## config.mk

```make
export PLATFORM = sky130hd
export DESIGN_NAME = serial_tx
export DESIGN_NICKNAME = d
export VERILOG_FILES = /design/src/rtl/serial_pkg.sv /design/src/rtl/serial_tx_bit_timer.sv /design/src/rtl/serial_tx.sv
export SDC_FILE = /design/constraint.sdc
export NUM_CORES = 1
export LEC_CHECK = 0
export BUFFER_PORTS_ARGS = -buffer_cell sky130_fd_sc_hd__buf_2
export CAP_MARGIN = 10
export CORE_MARGIN = 2
export CORE_UTILIZATION = 52
export CTS_CLUSTER_DIAMETER = 200
export DETAILED_ROUTE_END_ITERATION = 10
export MAX_ROUTING_LAYER = met4
export PLACE_DENSITY = 0.71
export SLEW_MARGIN = 25
export SYNTH_ARGS = -nofsm -noshare
export SYNTH_HDL_FRONTEND = slang
export SYNTH_SLANG_ARGS = --single-unit
```

## constraint.sdc

```tcl
create_clock -name clock -period 3 [get_ports clock]
set_input_delay 0.15 -clock clock [delete_from_list [all_inputs] [get_ports clock]]
set_output_delay 0.15 -clock clock [all_outputs]
set_load 0.01 [all_outputs]
```

## src/rtl/serial_pkg.sv

```systemverilog
// serial_pkg
//   Shared definitions for the serial_tx framer: the transmit FSM state
//   type, the fixed preamble length and the stop-bit level.
package serial_pkg;

    typedef enum logic [2:0] {
        IDLE   = 3'd0,
        PRE    = 3'd1,
        DATA   = 3'd2,
        PARITY = 3'd3,
        STOP   = 3'd4
    } tx_state_t;

    localparam int   PREAMBLE_W = 3;
    localparam logic STOP_BIT   = 1'b1;

endpackage

```

## src/rtl/serial_tx_bit_timer.sv

```systemverilog
// bit_timer
//   Paces the serial line: counts clock cycles within one serial bit and
//   flags the last cycle of each bit.
//   Ports:
//     clk_i   - clock
//     rst_ni  - asynchronous active-low reset
//     en_i    - high while a frame is in flight; low holds the count at 0
//     tick_o  - high on the last cycle of every bit
module bit_timer #(
    parameter int BIT_CYCLES = 1
) (
    input  logic clk_i,
    input  logic rst_ni,
    input  logic en_i,
    output logic tick_o
);

    localparam int CNT_W = 8;

    logic [CNT_W-1:0] cnt_q;
    logic [CNT_W-1:0] cnt_d;

    assign tick_o = en_i && (cnt_q == CNT_W'(BIT_CYCLES - 1));

    // The count restarts on every bit boundary, so every bit lasts exactly
    // BIT_CYCLES cycles regardless of which field it belongs to.
    always_comb begin
        cnt_d = cnt_q;
        if (!en_i) begin
            cnt_d = '0;
        end else if (tick_o) begin
            cnt_d = '0;
        end else begin
            cnt_d = cnt_q + 1'b1;
        end
    end

    always_ff @(posedge clk_i or negedge rst_ni) begin
        if (!rst_ni) begin
            cnt_q <= '0;
        end else begin
            cnt_q <= cnt_d;
        end
    end

endmodule

```

## src/rtl/serial_tx.sv

```systemverilog
// serial_tx
//   Frames a DATA_W-bit word and shifts it out serially:
//   preamble (MSB first), data (MSB first), even parity, stop bit.
//   Ports:
//     clock      - clock, rising edge active
//     reset_b    - asynchronous active-low reset
//     start      - send request; accepted when ready is high
//     data       - payload, captured on the accept edge only
//     ready      - high in IDLE, a request can be accepted
//     busy       - high while a frame is in flight (inverse of ready)
//     serial_out - registered serial line, 0 when idle
//     done       - one-cycle pulse in the first IDLE cycle after a frame
//
//   state  | meaning
//   IDLE   | line at 0, waiting for start
//   PRE    | sending the preamble bits
//   DATA   | sending the payload bits, MSB first
//   PARITY | sending the even-parity bit
//   STOP   | sending the stop bit
module serial_tx
    import serial_pkg::*;
#(
    parameter int                    DATA_W     = 8,
    parameter int                    BIT_CYCLES = 1,
    parameter logic [PREAMBLE_W-1:0] PREAMBLE   = 3'b110
) (
    input  logic              clock,
    input  logic              reset_b,
    input  logic              start,
    input  logic [DATA_W-1:0] data,
    output logic              ready,
    output logic              busy,
    output logic              serial_out,
    output logic              done
);

    localparam int CNT_W = 6;

    tx_state_t         state_q, state_d;
    logic [DATA_W-1:0] shift_q, shift_d;
    logic              par_q, par_d;
    logic [CNT_W-1:0]  bit_cnt_q, bit_cnt_d;
    logic              sout_q, sout_d;
    logic              done_q, done_d;
    logic              bit_tick;
    logic              accept;

    assign ready      = (state_q == IDLE);
    assign busy       = ~ready;
    assign accept     = start & ready;
    assign serial_out = sout_q;
    assign done       = done_q;

    bit_timer #(
        .BIT_CYCLES(BIT_CYCLES)
    ) u_bit_timer (
        .clk_i (clock),
        .rst_ni(reset_b),
        .en_i  (busy),
        .tick_o(bit_tick)
    );

    // sout_d is the line value for the bit that starts at the coming edge,
    // so serial_out changes on the same edge as the state it belongs to.
    always_comb begin
        state_d   = state_q;
        shift_d   = shift_q;
        par_d     = par_q;
        bit_cnt_d = bit_cnt_q;
        sout_d    = sout_q;
        done_d    = 1'b0;

        case (state_q)
            IDLE: begin
                sout_d = 1'b0;
                if (accept) begin
                    state_d   = PRE;
                    shift_d   = data;
                    par_d     = ^data;
                    bit_cnt_d = '0;
                    sout_d    = PREAMBLE[PREAMBLE_W-1];
                end
            end
            PRE: begin
                if (bit_tick) begin
                    if (bit_cnt_q == CNT_W'(PREAMBLE_W - 1)) begin
                        state_d   = DATA;
                        bit_cnt_d = '0;
                        sout_d    = shift_q[DATA_W-1];
                    end else begin
                        bit_cnt_d = bit_cnt_q + 1'b1;
                        sout_d    = (bit_cnt_q == '0) ? PREAMBLE[PREAMBLE_W-2]
                                                      : PREAMBLE[PREAMBLE_W-3];
                    end
                end
            end
            DATA: begin
                if (bit_tick) begin
                    if (bit_cnt_q == CNT_W'(DATA_W - 1)) begin
                        state_d   = PARITY;
                        bit_cnt_d = '0;
                        sout_d    = par_q;
                    end else begin
                        bit_cnt_d = bit_cnt_q + 1'b1;
                        shift_d   = shift_q << 1;
                        sout_d    = shift_d[DATA_W-1];
                    end
                end
            end
            PARITY: begin
                if (bit_tick) begin
                    state_d = STOP;
                    sout_d  = STOP_BIT;
                end
            end
            STOP: begin
                if (bit_tick) begin
                    state_d = IDLE;
                    sout_d  = 1'b0;
                    done_d  = 1'b1;
                end
            end
            default: begin
                state_d   = IDLE;
                bit_cnt_d = '0;
                sout_d    = 1'b0;
            end
        endcase
    end

    always_ff @(posedge clock or negedge reset_b) begin
        if (!reset_b) begin
            state_q   <= IDLE;
            shift_q   <= '0;
            par_q     <= 1'b0;
            bit_cnt_q <= '0;
            sout_q    <= 1'b0;
            done_q    <= 1'b0;
        end else begin
            state_q   <= state_d;
            shift_q   <= shift_d;
            par_q     <= par_d;
            bit_cnt_q <= bit_cnt_d;
            sout_q    <= sout_d;
            done_q    <= done_d;
        end
    end

endmodule
```

==> results.md <==
- Design Area, Final: 1787 sq um
- Post-CTS sizing: 0
- Largest net degree at the start of global routing: 29
- Critical Path RT: 3.24 ns
- Seq/Total Area, Yosys: 42.39%
- Total number of vias: 1208
- Net count after synthesis: 180
- Clock buffer depth: 2
- Flip-flop and latch area: 700.7 sq um
- Status: completed
- Tot GR Track Use: 19.57%
- R2r worst-path depth: 7
- Reg2reg setup slack: 0.82 ns
- Crit path DAT: 2.42 ns
- Die W: 60.38 microns
- Setup violators final: 0
- Root Buffer: clkbuf_4
- CTS Sinks: 28
- Critical path type: flop to flop
- Routability cong.: 0.8067
- Syn Std Cell Area: 1653 sq um
- Cell with the largest stage delay on the worst path: dfrtp_1
- Fillers: 272
- Largest stage delay, worst path: 0.46 ns
- Pwr Total: 1.342 mW
- First-pass GRT wire length: 5209 microns
- Core Footprint: 3028 sq um
- Top delay family on crit path: simple AND/OR/NAND/NOR gates
- Core Rows: 20
- Final worst path period share: 72.59%
- Antenna cells: 0
- Per-cell routed wire length: 13.84 microns
- Final min period: 2.178 ns
- # port buffers: 14
- Worst skew pair latency: 0.34 ns
- Placed cell areas: 1754 sq um
- Final Non-Filler Cells: 221
- Startpoint Class: flop
- Min Hold Slack: 0.02732 ns
- CTS Buf Count: 3
- Commonest non-fill, non-tap cell in the layout: dfrtp_1
- Antenna violations before repair: 0
- Fmax: 459.2 MHz
- Min-delay src: start
- Placed cells: 217
- Post-Synthesis Cells: 164
- FF-to-FF End: shift_q[1]
- Pwr Density: 751.0 nW/um^2
- Sum Neg Setup Slack: 0 ns
- Final ANT Viol Nets: 0
- Crit-path max FO: 13
- Met2 Use GR: 31.37%
- WHS Endpoint: par_q
- Hold buffer count at CTS: 1
- First-pass iteration count of the detailed router: 4
- Most frequent cells in the layout: 28 x dfrtp_1, 14 x nor2_1, 14 x buf_2
- Max VDD drop: 513.4 uV
- Clk slew on worst S/H paths: 0.15 ns
- Final clock skew: 0.007126 ns
- Flops & latches, synth: 28
- Hold Fails Final Rpt: 0
- Post-synth top flop: dfrtp_1
- Starting Density: 54.59%
- Met1 Use GR: 25.44%
- Met3 Use GR: 2.559%
- CTS tree: done
- Vias per cell: 5.466
- Hold Crit Class: primary input to flop
- RSZ-0062 raised after global routing: no
- Final #Nets: 195
- Lkg Pwr: 0.8418 nW
- Worst reg2reg startpoint: u_bit_timer.cnt_q[0]
- Synth cell types: 44
- GR peak layer: met2
- Share of layout cells above drive strength 1: 17.51%
- Max-capacitance violation count: 0
- Post-CTS setup buffer count: 0
- Synthesized area per cell: 10.08 sq um
- Worst path cell trace: inv_1 > ha_1 > nor3b_2 > nand3_1 > o21ai_2 > nand2_1 > mux2_1
- Multi-input gate area: 883.3 sq um
- Io pins: 15
- DRC errors left: 0
- 1st-iter DRT viols: 51
- WP buf/inv: 1
- Number of flops mapped to enable cells by yosys: 0
- Post-DP HPWL: 2264 microns
- Slew margin rel.: 57.94%
- Asr flop ratio synth: 100.0%
- Worst hold stages: 2
- Final slew viol count: 0
- Die Span Y: 60.38 microns
- Die Footprint: 3646 sq um
- H-tree depth: 1
- Tightest Pin Transition: 0.6308 ns
- Setup crit end kind: flop
- Syn. warnings: 0
- Area Growth Syn to Fin: 8.100%
- Post-Route WL: 3058 microns
- Number of global-route vias before repair: 1181
- Grt ovf: 0
registers in the layout, indices dropped and copies added (netlist names):
register and cells:
shift_q 8, u_bit_timer.cnt_q 8, bit_cnt_q 6, state_q 3
done 1, par_q 1, serial_out 1
cell usage after synthesis, types with 2 or more instances:
master	n	area, sq um
xnor2_1	8	70.07
a32o_1	2	20.02
o21ai_1	2	10.01
nand3_1	7	35.03
nand2b_1	4	25.02
buf_2	4	20.02
a21oi_1	11	55.05
a31oi_1	8	50.05
o2bb2ai_1	2	17.52
nand2_1	9	33.78
mux2_2	2	22.52
xor2_1	5	43.79
and2_1	2	12.51
inv_1	10	37.54
nor2_1	14	52.55
o21ai_0	3	15.01
and3_1	5	31.28
mux2i_1	9	90.09
dfrtp_1	28	700.7
ha_1	5	62.56
layer usage:
layer / part of all wire (%) / up-vias
met5: 0 / -
met4: 1.0 / 0
met3: 2.2 / 3
met2: 48 / 18
met1: 48 / 578
li1: - / 609
power by group:
| part | internal [mW] | leakage, nW | switching, mW |
|---|---|---|---|
| clock | 0.0473 | 0.0138 | 0.113 |
| combinational | 0.275 | 0.468 | 0.357 |
| sequential | 0.470 | 0.360 | 0.0805 |
cells by family after synthesis:
family	Yosys count	synth area share, %
mux	12	7.494
xor+xnor	13	6.889
flops	28	42.39
buf+inv	16	4.164
simple gates	51	17.71
compound gates	39	17.56
fa+ha+maj	5	3.785
layout make-up:
cell class | instances | area share, %
inverter | 10 | 2.101
timing repair buffer | 16 | 4.902
tap | 44 | 3.081
sequential | 28 | 39.22
multi-input combinational | 120 | 49.44
clock buffer | 3 | 1.261
per-stage QoR:
| step | worst slack (ns) | utilization [%] |
|---|---|---|
| 2_1_floorplan | 1.249 | - |
| 3_3_place_gp | 0.9184 | 57.93 |
| 3_5_place_dp | 0.8592 | 57.93 |
| 4_1_cts | 0.8231 | 59.01 |
| 5_1_grt | 0.6016 | 59.01 |
| 6_report | 0.8224 | 59.01 |
worst max path at each step:
stage	start	to	slack (ns)	cells after the start
CTS	u_bit_timer.cnt_q[0]	shift_q[1]	0.82	7
floorplan	u_bit_timer.cnt_q[0]	bit_cnt_q[1]	1.25	6
global route	u_bit_timer.cnt_q[0]	shift_q[1]	0.60	7
finish	u_bit_timer.cnt_q[0]	shift_q[1]	0.82	7
detailed placement	u_bit_timer.cnt_q[0]	shift_q[1]	0.86	7
global placement	u_bit_timer.cnt_q[0]	shift_q[1]	0.92	7
(Power assumes the default switching activity.)
